File: src/rtl/ir_nec_tx.sv
// NEC IR transmitter: sends {~cmd,cmd,~addr,addr} LSB first as 38 kHz-modulated marks on ir_out (repeat codes with `define IR_REPEAT_EN).
// Latency: envelope and carrier rise the cycle after tx_start is accepted; a frame lasts 2566 carrier periods.
// Backpressure: tx_start is ignored while tx_busy=1; captured address/command stay frozen for the whole frame.
module ir_nec_tx #(
   parameter int CARRIER_HALF = 658,
   parameter int LEAD_MARK    = 342,
   parameter int LEAD_SPACE   = 171,
   parameter int BIT_MARK     = 21,
   parameter int ZERO_SPACE   = 21,
   parameter int ONE_SPACE    = 64
) (
   input  logic       clk,
   input  logic       rst,
   input  logic       tx_start,
   input  logic [7:0] tx_addr,
   input  logic [7:0] tx_cmd,
   input  logic       tx_repeat,
   output logic       ir_out,
   output logic       ir_env,
   output logic       tx_busy,
   output logic       tx_done
);
   localparam int HALF_W  = (CARRIER_HALF > 1) ? $clog2(CARRIER_HALF) : 1;
   localparam int MAX_A   = (LEAD_MARK > LEAD_SPACE) ? LEAD_MARK : LEAD_SPACE;
   localparam int MAX_B   = (ONE_SPACE > ZERO_SPACE) ? ONE_SPACE : ZERO_SPACE;
   localparam int MAX_C   = (MAX_B > BIT_MARK) ? MAX_B : BIT_MARK;
   localparam int SEG_MAX = (MAX_A > MAX_C) ? MAX_A : MAX_C;
   localparam int SEG_W   = $clog2(SEG_MAX + 1);
   localparam logic [HALF_W-1:0] HALF_LAST = HALF_W'(CARRIER_HALF - 1);

`ifdef IR_REPEAT_EN
   localparam int REP_PERIOD = 4104;
   localparam int REP_SPACE  = 85;
   localparam int FRAME_W    = $clog2(REP_PERIOD);
   localparam logic [FRAME_W-1:0] FRAME_LAST = FRAME_W'(REP_PERIOD - 1);
`endif

   typedef enum logic [3:0] {
      S_IDLE,
      S_LEAD_MARK,
      S_LEAD_SPACE,
      S_BIT_MARK,
      S_BIT_SPACE,
      S_STOP_MARK
`ifdef IR_REPEAT_EN
      , S_REP_GAP,
      S_REP_MARK,
      S_REP_SPACE,
      S_REP_STOP
`endif
   } state_t;

   state_t            state, state_nx;
   logic [HALF_W-1:0] half_cnt, half_nx;
   logic              carrier, carrier_nx;
   logic [SEG_W-1:0]  seg_cnt, seg_nx, seg_last;
   logic [4:0]        bit_cnt, bit_nx;
   logic [31:0]       shift, shift_nx;
   logic              done_nx;
   logic              tick, seg_end, go_idle;
`ifdef IR_REPEAT_EN
   logic [FRAME_W-1:0] frame_cnt, frame_nx;
`else
   logic              unused_repeat;
   assign unused_repeat = tx_repeat;
`endif

   always_ff @(posedge clk) begin
      if (rst) begin
         state     <= S_IDLE;
         half_cnt  <= '0;
         carrier   <= 1'b0;
         seg_cnt   <= '0;
         bit_cnt   <= '0;
         shift     <= '0;
         tx_done   <= 1'b0;
`ifdef IR_REPEAT_EN
         frame_cnt <= '0;
`endif
      end else begin
         state     <= state_nx;
         half_cnt  <= half_nx;
         carrier   <= carrier_nx;
         seg_cnt   <= seg_nx;
         bit_cnt   <= bit_nx;
         shift     <= shift_nx;
         tx_done   <= done_nx;
`ifdef IR_REPEAT_EN
         frame_cnt <= frame_nx;
`endif
      end
   end

   always_comb begin
      state_nx   = state;
      half_nx    = half_cnt;
      carrier_nx = carrier;
      seg_nx     = seg_cnt;
      bit_nx     = bit_cnt;
      shift_nx   = shift;
      done_nx    = 1'b0;
      go_idle    = 1'b0;
      seg_last   = '0;
`ifdef IR_REPEAT_EN
      frame_nx   = frame_cnt;
`endif
      // A tick closes each carrier period, so segments always begin on a rising carrier.
      tick = (carrier == 1'b0) && (half_cnt == HALF_LAST);

      case (state)
         S_LEAD_MARK:  seg_last = SEG_W'(LEAD_MARK - 1);
         S_LEAD_SPACE: seg_last = SEG_W'(LEAD_SPACE - 1);
         S_BIT_MARK:   seg_last = SEG_W'(BIT_MARK - 1);
         S_BIT_SPACE:  seg_last = shift[0] ? SEG_W'(ONE_SPACE - 1) : SEG_W'(ZERO_SPACE - 1);
         S_STOP_MARK:  seg_last = SEG_W'(BIT_MARK - 1);
`ifdef IR_REPEAT_EN
         S_REP_MARK:   seg_last = SEG_W'(LEAD_MARK - 1);
         S_REP_SPACE:  seg_last = SEG_W'(REP_SPACE - 1);
         S_REP_STOP:   seg_last = SEG_W'(BIT_MARK - 1);
`endif
         default:      seg_last = '0;
      endcase
      seg_end = tick && (seg_cnt == seg_last);
`ifdef IR_REPEAT_EN
      // The gap is timed from the start of the previous frame or repeat, not from its end.
      if (state == S_REP_GAP) seg_end = tick && (frame_cnt == FRAME_LAST);
`endif

      if (state == S_IDLE) begin
         if (tx_start) begin
            state_nx   = S_LEAD_MARK;
            half_nx    = '0;
            carrier_nx = 1'b1;
            seg_nx     = '0;
            bit_nx     = '0;
            shift_nx   = {~tx_cmd, tx_cmd, ~tx_addr, tx_addr};
`ifdef IR_REPEAT_EN
            frame_nx   = '0;
`endif
         end
      end else begin
         if (half_cnt == HALF_LAST) begin
            half_nx    = '0;
            carrier_nx = ~carrier;
         end else begin
            half_nx = half_cnt + 1'b1;
         end
`ifdef IR_REPEAT_EN
         if (tick) frame_nx = frame_cnt + 1'b1;
`endif
         if (seg_end) begin
            seg_nx = '0;
            case (state)
               S_LEAD_MARK:  state_nx = S_LEAD_SPACE;
               S_LEAD_SPACE: state_nx = S_BIT_MARK;
               S_BIT_MARK:   state_nx = S_BIT_SPACE;
               S_BIT_SPACE: begin
                  shift_nx = shift >> 1;
                  if (bit_cnt == 5'd31) begin
                     state_nx = S_STOP_MARK;
                  end else begin
                     bit_nx   = bit_cnt + 1'b1;
                     state_nx = S_BIT_MARK;
                  end
               end
`ifdef IR_REPEAT_EN
               S_STOP_MARK, S_REP_STOP: begin
                  if (tx_repeat) state_nx = S_REP_GAP;
                  else           go_idle  = 1'b1;
               end
               S_REP_GAP: begin
                  state_nx = S_REP_MARK;
                  frame_nx = '0;
               end
               S_REP_MARK:  state_nx = S_REP_SPACE;
               S_REP_SPACE: state_nx = S_REP_STOP;
`else
               S_STOP_MARK: go_idle = 1'b1;
`endif
               default:     state_nx = S_IDLE;
            endcase
         end else if (tick) begin
            seg_nx = seg_cnt + 1'b1;
         end
`ifdef IR_REPEAT_EN
         if (state == S_REP_GAP) seg_nx = '0;
`endif
         if (go_idle) begin
            state_nx   = S_IDLE;
            half_nx    = '0;
            carrier_nx = 1'b0;
            seg_nx     = '0;
            bit_nx     = '0;
            done_nx    = 1'b1;
         end
      end
   end

   always_comb begin
      ir_env = 1'b0;
      case (state)
         S_LEAD_MARK, S_BIT_MARK, S_STOP_MARK: ir_env = 1'b1;
`ifdef IR_REPEAT_EN
         S_REP_MARK, S_REP_STOP:               ir_env = 1'b1;
`endif
         default:                              ir_env = 1'b0;
      endcase
   end

   assign ir_out  = ir_env & carrier;
   assign tx_busy = (state != S_IDLE);

endmodule
File: config.mk
export PLATFORM = sky130hd
export DESIGN_NAME = ir_nec_tx
export DESIGN_NICKNAME = d
export VERILOG_FILES = /design/src/rtl/ir_nec_tx.sv
export SDC_FILE = /design/constraint.sdc
export NUM_CORES = 1
export LEC_CHECK = 0
export CAP_MARGIN = 20
export CORE_ASPECT_RATIO = 0.8
export CORE_MARGIN = 2
export CORE_UTILIZATION = 61
export CTS_BUF_LIST = sky130_fd_sc_hd__clkbuf_8
export DETAILED_ROUTE_END_ITERATION = 6
export PLACE_DENSITY = 0.86
export SYNTH_ARGS = -nofsm -noshare
export SYNTH_HDL_FRONTEND = slang
export SYNTH_SLANG_ARGS = --single-unit
File: constraint.sdc
create_clock -name clk -period 7.1 [get_ports clk]
set_clock_uncertainty 0.1 [all_clocks]
set_input_delay 0.71 -clock clk [delete_from_list [all_inputs] [get_ports clk]]
set_output_delay 0.71 -clock clk [all_outputs]
set_load 0.02 [all_outputs]
==> flow_metrics.py, run 1 <==
metrics = {
    "status": {
        "status": "completed",
    },
    "power_and_ir_drop": {
        "power.density_nw_per_um2": 223.3,
        "leakage_nw": 1.375,
        "vdd_drop_max_uv": 134.7,
    },
    "floorplanning": {
        "die_area_um2": 5980,
        "fp.dieW_um": 85.96,
        "core_area_um2": 5094,
        "ios": 24,
        "rows": 23,
        "die_height_um": 69.57,
        "initial_core_util_pct": 64.36,
    },
    "worst_hold_path": {
        "hp-class": "reg2reg",
        "hold_path_end": "shift[24]",
        "hold_depth": 2,
        "min_from": "shift[24]",
    },
    "synth": {
        "synthesis.area_um2": 3278,
        "syn-mean-instance-area_um2": 8.627,
        "synth_nets": 405,
        "yosysSeqAreaShare_pct": 37.25,
        "synth_cell_types": 50,
        "synth_ff_type": "dfxtp_1",
        "ys_warn_count": 0,
        "synth_edf_count": 0,
        "async_flop_share_pct": 0,
        "synthCells": 380,
        "synth-seq-cells": 61,
    },
    "timing": {
        "layout_min_cycle_time_ns": 3.536,
        "rsz0062_at_grt": "no",
        "setup_viol": 0,
        "hold_viol_final": 0,
        "setup_ws_ns": 3.564,
        "worst_pin_slew_ns": 1.066,
        "relSlewSlack_pct": 28.93,
        "final.setup.tns_ns": 0,
        "holdWs_ns": 0.3691,
        "timing.fmax_mhz": 282.8,
        "drv_slew": 0,
        "period_share_pct": 49.81,
    },
    "global_routing": {
        "grt_first_pass_wirelength_um": 12770,
        "grt_max_degree": 62,
        "grt_pass1_vias": 2797,
        "grtUsageTotal_pct": 26.01,
        "grt-ovfl-total": 0,
        "antenna_found_initial": 0,
    },
    "clock_network": {
        "cts.clk_slew.worst_paths_ns": 0.07,
        "cts_num_sinks": 61,
        "ctsHoldBuffers": 0,
        "worstSkewPairLatency_ns": 0.34,
        "post_cts_buffers": 0,
        "cts_tree": "yes",
        "cts_resized": 0,
        "cts_buffers": 9,
        "htree_levels": 3,
        "clock_path_buffers": 2,
        "cts-root-buf": "clkbuf_8",
    },
    "layout": {
        "drive_gt1_share_pct": 10.91,
        "final_area_um2": 3676,
        "final_util_pct": 72.17,
        "diodes": 0,
        "syn_to_final_growth_pct": 12.14,
        "final_cell_mix": "dfxtp_1, nor2_1, o21ai_0",
        "nets": 415,
        "layout_commonest_cell": "dfxtp_1",
    },
    "setup_path": {
        "end_kind": "flop",
        "crit_required_ns": 7.25,
        "path_class": "reg2reg",
        "cp.arrival_ns": 3.69,
        "worstSetupStartpointType": "flop",
        "r2r_setup_slack_ns": 3.56,
        "r2r_end": "shift[23]",
        "rr_worst_depth": 6,
        "timing.rr.start": "state[0]",
        "crit_fanout": 32,
    },
    "route": {
        "m1WireLength_um": 3254,
        "dr_total_vias": 2918,
        "topRoutingLayerUsed": "met4",
        "ant_nets": 0,
        "wl_met3_um": 450,
        "drt-initial-drc-count": 268,
        "vias_per_cell": 6.399,
        "wirelength_um": 7237,
        "remaining_drc_errors": 0,
        "post_drt_wl_per_cell_um": 15.87,
        "dr_wl_met2_um": 3437,
        "dr.pass1.iters": 5,
    },
    "place": {
        "hpwl_um": 4541,
        "gp_congestion": 0.8370,
        "place_area_um2": 3436,
        "dp_slack_ns": 3.692,
        "port-buffer-count": 22,
    },
    "flow_run": {
        "max-cap-violations": 0,
    },
}
==> registers in the layout, indices dropped and copies added (netlist names) <==
| signal | flops |
|---|---|
| shift | 32 |
| bit_cnt | 5 |
| half_cnt | 10 |
| tx_done | 1 |
| state | 3 |
| seg_cnt | 9 |
| carrier | 1 |
==> layout make-up <==
class                      count  area [um^2]
sequential                    61         1221
clock inverter                 5        75.07
multi-input combinational    281         1854
timing repair buffer          27        272.8
fill                         396         1418
inverter                      10        37.54
tap                           62        77.57
clock buffer                  10        137.6
==> worst max-delay path by stage <==
stage                        start         to  slack [ns]  cells after the start
after floorplan           state[2]  shift[16]        4.75                      8
after global placement    state[1]    tx_busy        3.76                      4
after detailed placement  state[2]   shift[1]        3.69                      6
after CTS                 state[1]    tx_busy        3.37                      4
after global routing      state[2]  shift[23]        3.32                      6
final                     state[0]  shift[23]        3.56                      6
==> through the flow <==
step,std cells,total power [mW]
CTS,455,0.8203
global placement,440,0.4837
finish,456,0.8208
global route,456,0.8566
floorplan,380,0.4592
detailed placement,440,0.4880
==> per-layer routing <==
| layer | up-vias | global-route usage, % |
|---|---|---|
| met1 | 1386 | 33.51 |
| met2 | 99 | 41.95 |
| li1 | 1413 | - |
| met3 | 20 | 7.500 |
| met4 | 0 | 8.113 |
| met5 | - | 0 |
==> worst max-delay path, cell delays in order (launching register included) <==
cell and delay [ns]:
dfxtp_1 0.63, and4bb_1 0.32, or3_1 0.44, a222oi_1 0.56, and4_1 1.02, nor3_1 0.15, a211oi_2 0.23
==> power breakdown <==
part | internal [mW] | leakage, nW | switching [mW]
combinational | 0.0492 | 0.765 | 0.0625
sequential | 0.361 | 0.498 | 0.0127
clock | 0.203 | 0.112 | 0.132
==> kinds of logic (layout without fill, tap and decap cells) <==
| logic type | after synthesis | in the layout | share of synthesized area, % |
|---|---|---|---|
| AND/OR/NAND/NOR | 150 | 150 | 24.58 |
| AO/OA/AOI/OAI | 98 | 98 | 21.57 |
| flip-flops | 61 | 61 | 37.25 |
| buffers and inverters | 38 | 52 | 6.450 |
| multiplexers | 20 | 20 | 6.107 |
| XOR/XNOR | 8 | 8 | 2.137 |
| adder cells (fa/ha/maj) | 5 | 5 | 1.908 |
==> Yosys cell counts, types with 2 or more instances <==
cell type | n | share of area, %
nand2_1 | 19 | 2.2
or2_2 | 2 | 0.38
nand4b_1 | 2 | 0.53
inv_1 | 10 | 1.1
dfxtp_1 | 61 | 37
o311ai_1 | 4 | 1.1
o2111ai_1 | 3 | 0.80
nor3_1 | 20 | 3.1
and2_1 | 2 | 0.38
ha_1 | 5 | 1.9
mux2i_1 | 20 | 6.1
or4_1 | 3 | 0.69
a21oi_1 | 10 | 1.5
nand3_1 | 11 | 1.7
clkbuf_1 | 12 | 1.4
buf_6 | 3 | 1.0
nor3b_1 | 4 | 0.92
o311ai_0 | 3 | 0.80
o21ai_0 | 31 | 4.7
a211oi_2 | 14 | 5.3
and3_1 | 4 | 0.76
a31oi_1 | 2 | 0.38
o2bb2ai_1 | 2 | 0.53
buf_2 | 6 | 0.92
clkbuf_8 | 3 | 1.3
a32oi_1 | 2 | 0.53
nor2_1 | 38 | 4.4
or3_1 | 7 | 1.3
nand4_1 | 12 | 2.3
xor2_1 | 8 | 2.1
o21ai_1 | 6 | 0.92
nand2b_1 | 16 | 3.1
a211oi_1 | 17 | 3.9
buf_4 | 2 | 0.46
(Power assumes the default switching activity.)
==> inputs of run 2 (changes only) <==
==> constraint.sdc (replaced) <==
create_clock -name clk -period 3.65 [get_ports clk]
set_clock_uncertainty 0.1 [all_clocks]
set_input_delay 0.365 -clock clk [delete_from_list [all_inputs] [get_ports clk]]
set_output_delay 0.365 -clock clk [all_outputs]
set_load 0.02 [all_outputs]
==> flow_metrics.py, run 2 (synthesis results as in run 1) <==
metrics = {
    "timing": {
        "period_share_pct": 83.29,
        "final.setup.tns_ns": 0,
        "holdWs_ns": 0.3638,
        "setup_ws_ns": 0.6099,
        "rsz0062_at_grt": "no",
        "hold_viol_final": 0,
        "drv_slew": 0,
        "worst_pin_slew_ns": 0.7054,
        "timing.fmax_mhz": 328.9,
        "setup_viol": 0,
        "layout_min_cycle_time_ns": 3.040,
        "relSlewSlack_pct": 52.97,
    },
    "layout": {
        "final_area_um2": 3686,
        "largest_register": "shift",
        "nets": 419,
        "diodes": 0,
        "layout_commonest_cell": "dfxtp_1",
        "final_util_pct": 72.37,
        "largest_reg_flops": 32,
        "syn_to_final_growth_pct": 12.44,
        "final_cell_mix": "dfxtp_1, nor2_1, o21ai_0",
        "drive_gt1_share_pct": 11.81,
        "top_regs": "shift (32), half_cnt (10), seg_cnt (9)",
    },
    "floorplanning": {
        "die_height_um": 69.57,
        "rows": 23,
        "core_area_um2": 5094,
        "fp.dieW_um": 85.96,
        "ios": 24,
        "die_area_um2": 5980,
        "initial_core_util_pct": 64.36,
    },
    "place": {
        "hpwl_um": 4671,
        "port-buffer-count": 22,
        "place_area_um2": 3473,
        "gp_congestion": 0.8758,
        "dp_slack_ns": 0.6930,
    },
    "global_routing": {
        "grt_max_degree": 39,
        "grt_use_met1_pct": 33.41,
        "use_met2_pct": 39.79,
        "grtUsageTotal_pct": 24.98,
        "grt_first_pass_wirelength_um": 12260,
        "grt-ovfl-total": 0,
        "grt_busiest_layer": "met2",
        "antenna_found_initial": 0,
        "grt_use_met3_pct": 7.143,
        "grt_pass1_vias": 2768,
    },
    "route": {
        "dr.pass1.iters": 5,
        "dr_total_vias": 2865,
        "ant_nets": 0,
        "remaining_drc_errors": 0,
        "wirelength_um": 6977,
        "drt-initial-drc-count": 167,
        "post_drt_wl_per_cell_um": 15.17,
        "vias_per_cell": 6.228,
    },
    "power_and_ir_drop": {
        "power_frac_seq_pct": 45.6,
        "power.density_nw_per_um2": 432.0,
        "comb_power_share_pct": 13.5,
        "swShare_pct": 25.19,
        "leakage_nw": 1.386,
        "power.switching_mw": 0.4011,
        "p_clk_share_pct": 40.9,
        "p_int_mw": 1.191,
        "vdd_drop_max_uv": 331.3,
    },
    "setup_path": {
        "worstSetupStartpointType": "flop",
        "cp.arrival_ns": 3.19,
        "path_class": "reg2reg",
        "crit_required_ns": 3.80,
        "r2r_setup_slack_ns": 0.61,
        "crit_fanout": 32,
        "end_kind": "flop",
    },
    "clock_network": {
        "post_cts_buffers": 0,
        "cts-root-buf": "clkbuf_8",
        "clock_path_buffers": 2,
        "worstSkewPairLatency_ns": 0.34,
        "ctsHoldBuffers": 0,
        "htree_levels": 3,
        "cts_num_sinks": 61,
        "cts_buffers": 9,
        "cts.clk_slew.worst_paths_ns": 0.06,
        "cts_resized": 0,
        "cts_tree": "yes",
    },
    "worst_hold_path": {
        "hp-class": "reg2reg",
    },
    "status": {
        "status": "completed",
    },
    "flow_run": {
        "max-cap-violations": 0,
    },
}
[run 2: changes by cell type in the layout (fill, tap and decap cells not counted), sizes merged]
cell / before / now
buf: 6 / 10
[run 2: area by class of cell]
cell class | count | area [um^2]
Timing Repair Buffer | 31 | 282.8
Clock buffer | 10 | 137.6
Inverter | 10 | 37.54
Tap cell | 62 | 77.57
Multi-Input combinational cell | 281 | 1854
Fill cell | 391 | 1408
Clock inverter | 5 | 75.07
Sequential cell | 61 | 1221
[run 2: worst paths after layout]
| kind | endpoint | cells after the start | start |
|---|---|---|---|
| worst max-delay path | shift[4] | 7 | state[2] |
| worst min-delay path | bit_cnt[4] | 2 | bit_cnt[4] |
| worst max register to register | shift[4] | 7 | state[2] |
| worst min register to register | bit_cnt[4] | 2 | bit_cnt[4] |
[run 2: metrics by stage]
stage,total power [mW],cells
final,1.592,460
after floorplan,0.8933,380
after CTS,1.603,460
after detailed placement,0.9529,445
after global routing,1.659,460
after global placement,0.9440,445
[run 2: worst max-delay path: stages, from the launching register on]
cell and delay, ns:
dfxtp_1 0.57, and2b_4 0.26, or4_1 0.47, a222oi_1 0.64, and4_1 0.28, buf_4 0.31, nor3_1 0.11, a211oi_2 0.22
[run 2: power groups by stage]
stage                     sequential (mW)  clock, mW  combinational, mW
final                               0.726      0.652              0.214
after global routing                0.731      0.690              0.239
after CTS                           0.726      0.663              0.215
after detailed placement            0.740          0              0.213
after global placement              0.739          0              0.205
after floorplan                     0.732          0              0.161
[run 2: routing by layer]
layer	wire, um	share of wire, %	vias to the layer above
met1	3249	47	1344
met2	3272	47	84
met3	402	5.8	6
li1	-	-	1431
met4	53	0.76	0
met5	0	0	-
==> inputs of run 3 (changes only) <==
--- a/config.mk
+++ b/config.mk
@@ -8,10 +8,10 @@
 export CAP_MARGIN = 20
 export CORE_ASPECT_RATIO = 0.8
 export CORE_MARGIN = 2
-export CORE_UTILIZATION = 61
+export CORE_UTILIZATION = 55
 export CTS_BUF_LIST = sky130_fd_sc_hd__clkbuf_8
 export DETAILED_ROUTE_END_ITERATION = 6
-export PLACE_DENSITY = 0.86
+export PLACE_DENSITY = 0.82
 export SYNTH_ARGS = -nofsm -noshare
 export SYNTH_HDL_FRONTEND = slang
 export SYNTH_SLANG_ARGS = --single-unit
==> constraint.sdc (replaced) <==
create_clock -name clk -period 2.5 [get_ports clk]
set_clock_uncertainty 0.1 [all_clocks]
set_input_delay 0.25 -clock clk [delete_from_list [all_inputs] [get_ports clk]]
set_output_delay 0.25 -clock clk [all_outputs]
set_load 0.02 [all_outputs]
==> flow_metrics.py, run 3 (synthesis results as in run 1) <==
metrics = {
    "global_routing": {
        "antenna_found_initial": 0,
        "grt-ovfl-total": 0,
        "grt_first_pass_wirelength_um": 13840,
        "grtUsageTotal_pct": 26.21,
        "grt_max_degree": 46,
        "grt_pass1_vias": 2920,
    },
    "layout": {
        "drive_gt1_share_pct": 19.91,
        "top_regs": "shift (32), half_cnt (10), seg_cnt (9)",
        "nets": 447,
        "largest_register": "shift",
        "fillerInstances": 439,
        "ff_latch_area_um2": 1224,
        "fin_cells": 508,
        "largest_reg_flops": 32,
        "diodes": 0,
        "multi_input_area_um2": 1907,
        "final_cell_mix": "dfxtp_1, nor2_1, buf_4",
        "layout_commonest_cell": "dfxtp_1",
        "syn_to_final_growth_pct": 23.89,
    },
    "status": {
        "status": "finished, violations left",
        "violations": "setup timing",
    },
    "setup_path": {
        "worstSetupStartpointType": "flop",
        "end_kind": "flop",
        "path_class": "reg2reg",
        "crit_required_ns": 2.66,
        "r2r_end": "shift[16]",
        "timing.rr.start": "state[2]",
        "rr_worst_depth": 8,
        "crit_fanout": 8,
        "r2r_setup_slack_ns": -0.08,
        "cp.arrival_ns": 2.74,
    },
    "power_and_ir_drop": {
        "leakage_nw": 1.579,
        "vdd_drop_max_uv": 335.8,
        "power.density_nw_per_um2": 551.1,
    },
    "route": {
        "remaining_drc_errors": 0,
        "ant_nets": 0,
        "dr_total_vias": 3096,
        "vias_per_cell": 6.094,
        "drt-initial-drc-count": 325,
        "post_drt_wl_per_cell_um": 17.07,
        "dr.pass1.iters": 5,
        "wirelength_um": 8674,
    },
    "timing": {
        "setup_ws_ns": -0.07890,
        "drv_slew": 0,
        "final.setup.tns_ns": -0.3540,
        "rsz0062_at_grt": "yes",
        "worst_pin_slew_ns": 0.6286,
        "timing.fmax_mhz": 387.8,
        "relSlewSlack_pct": 58.00,
        "setup_viol": 20,
        "hold_viol_final": 0,
        "period_share_pct": 103.2,
        "layout_min_cycle_time_ns": 2.579,
    },
    "worst_hold_path": {
        "hp-class": "in2reg",
        "min_from": "rst",
        "hold_depth": 3,
        "hold_path_end": "seg_cnt[0]",
    },
    "clock_network": {
        "htree_levels": 3,
        "cts_buffers": 9,
        "cts_tree": "yes",
        "cts_num_sinks": 61,
        "ctsHoldBuffers": 0,
        "cts-root-buf": "clkbuf_8",
        "cts.clk_slew.worst_paths_ns": 0.08,
        "clock_path_buffers": 2,
        "worstSkewPairLatency_ns": 0.35,
    },
    "place": {
        "port-buffer-count": 22,
        "gp_congestion": 0.9401,
        "dp_slack_ns": -0.05135,
        "hpwl_um": 5242,
        "dp.cells": 486,
    },
    "floorplanning": {
        "core_area_um2": 5818,
        "rows": 25,
        "fp.dieW_um": 90.32,
        "ios": 24,
        "die_height_um": 73.05,
        "initial_core_util_pct": 56.34,
        "die_area_um2": 6598,
    },
    "flow_run": {
        "max-cap-violations": 0,
    },
}
[run 3: cell types whose count changed in the layout (fill, tap and decap cells not counted), moves of 3 or more]
cell,change
buf_12,+3
clkbuf_16,+3
buf_4,+19
o21ai_1,+13
o21ai_0,-15
[run 3: report_power, final]
part           internal, mW  leakage, nW  switching (mW)  total, mW
sequential             1.02        0.499          0.0352       1.06
clock                 0.405       0.0939           0.401      0.805
combinational         0.163        0.986           0.210      0.373
total                  1.59         1.58           0.646       2.24
[run 3: area by class of cell]
cell class | count | area share [%]
clock buffers | 11 | 3.728
clock inverters | 5 | 0.6778
inverters | 10 | 0.9242
multi-input cells | 281 | 46.95
flip-flops and latches | 61 | 30.13
well taps | 81 | 2.495
repair buffers | 59 | 15.10
[run 3: worst max-delay path, cell delays in order (launching register included)]
cell,delay (ns)
dfxtp_2,0.35
and2b_4,0.19
or4_1,0.46
a222oi_1,0.45
buf_4,0.21
and4_4,0.27
clkbuf_16,0.17
nor3_1,0.05
a211oi_2,0.24
[run 3: per-stage QoR]
step | util (%) | area, um^2 | hold slack, ns | total power [mW]
6_report | 69.81 | 4061 | 0.2259 | 2.238
5_1_grt | 69.81 | 4061 | 0.2424 | 2.330
4_1_cts | 67.38 | 3920 | 0.2162 | 2.208
2_1_floorplan | - | 3278 | 0.3274 | 1.304
3_3_place_gp | 63.38 | 3687 | 0.3404 | 1.397
3_5_place_dp | 63.38 | 3687 | 0.3516 | 1.414
[run 3: layer usage]
layer  track usage (%)  up-vias  wire, um
li1                  -     1479         -
met1             34.60     1463      3832
met2             42.36      138      4035
met3             7.231       16       687
met4             8.205        0       119
met5                 0        -         0
[run 3: what timing repair did]
item	in CTS	in global routing
resized for setup	5	30
pin swaps	1	8
setup endpoints to repair	18	52
cloned	1	3
setup buffers	1	1
[run 3: worst max-delay path by stage]
stage	start	to	slack, ns	depth (start not counted)
after floorplan	state[2]	shift[16]	0.15	8
after global placement	state[2]	shift[3]	0.02	8
after detailed placement	state[2]	shift[0]	-0.05	8
after CTS	state[2]	shift[12]	0.001	8
after global routing	state[2]	shift[16]	-0.15	8
final	state[2]	shift[16]	-0.08	8
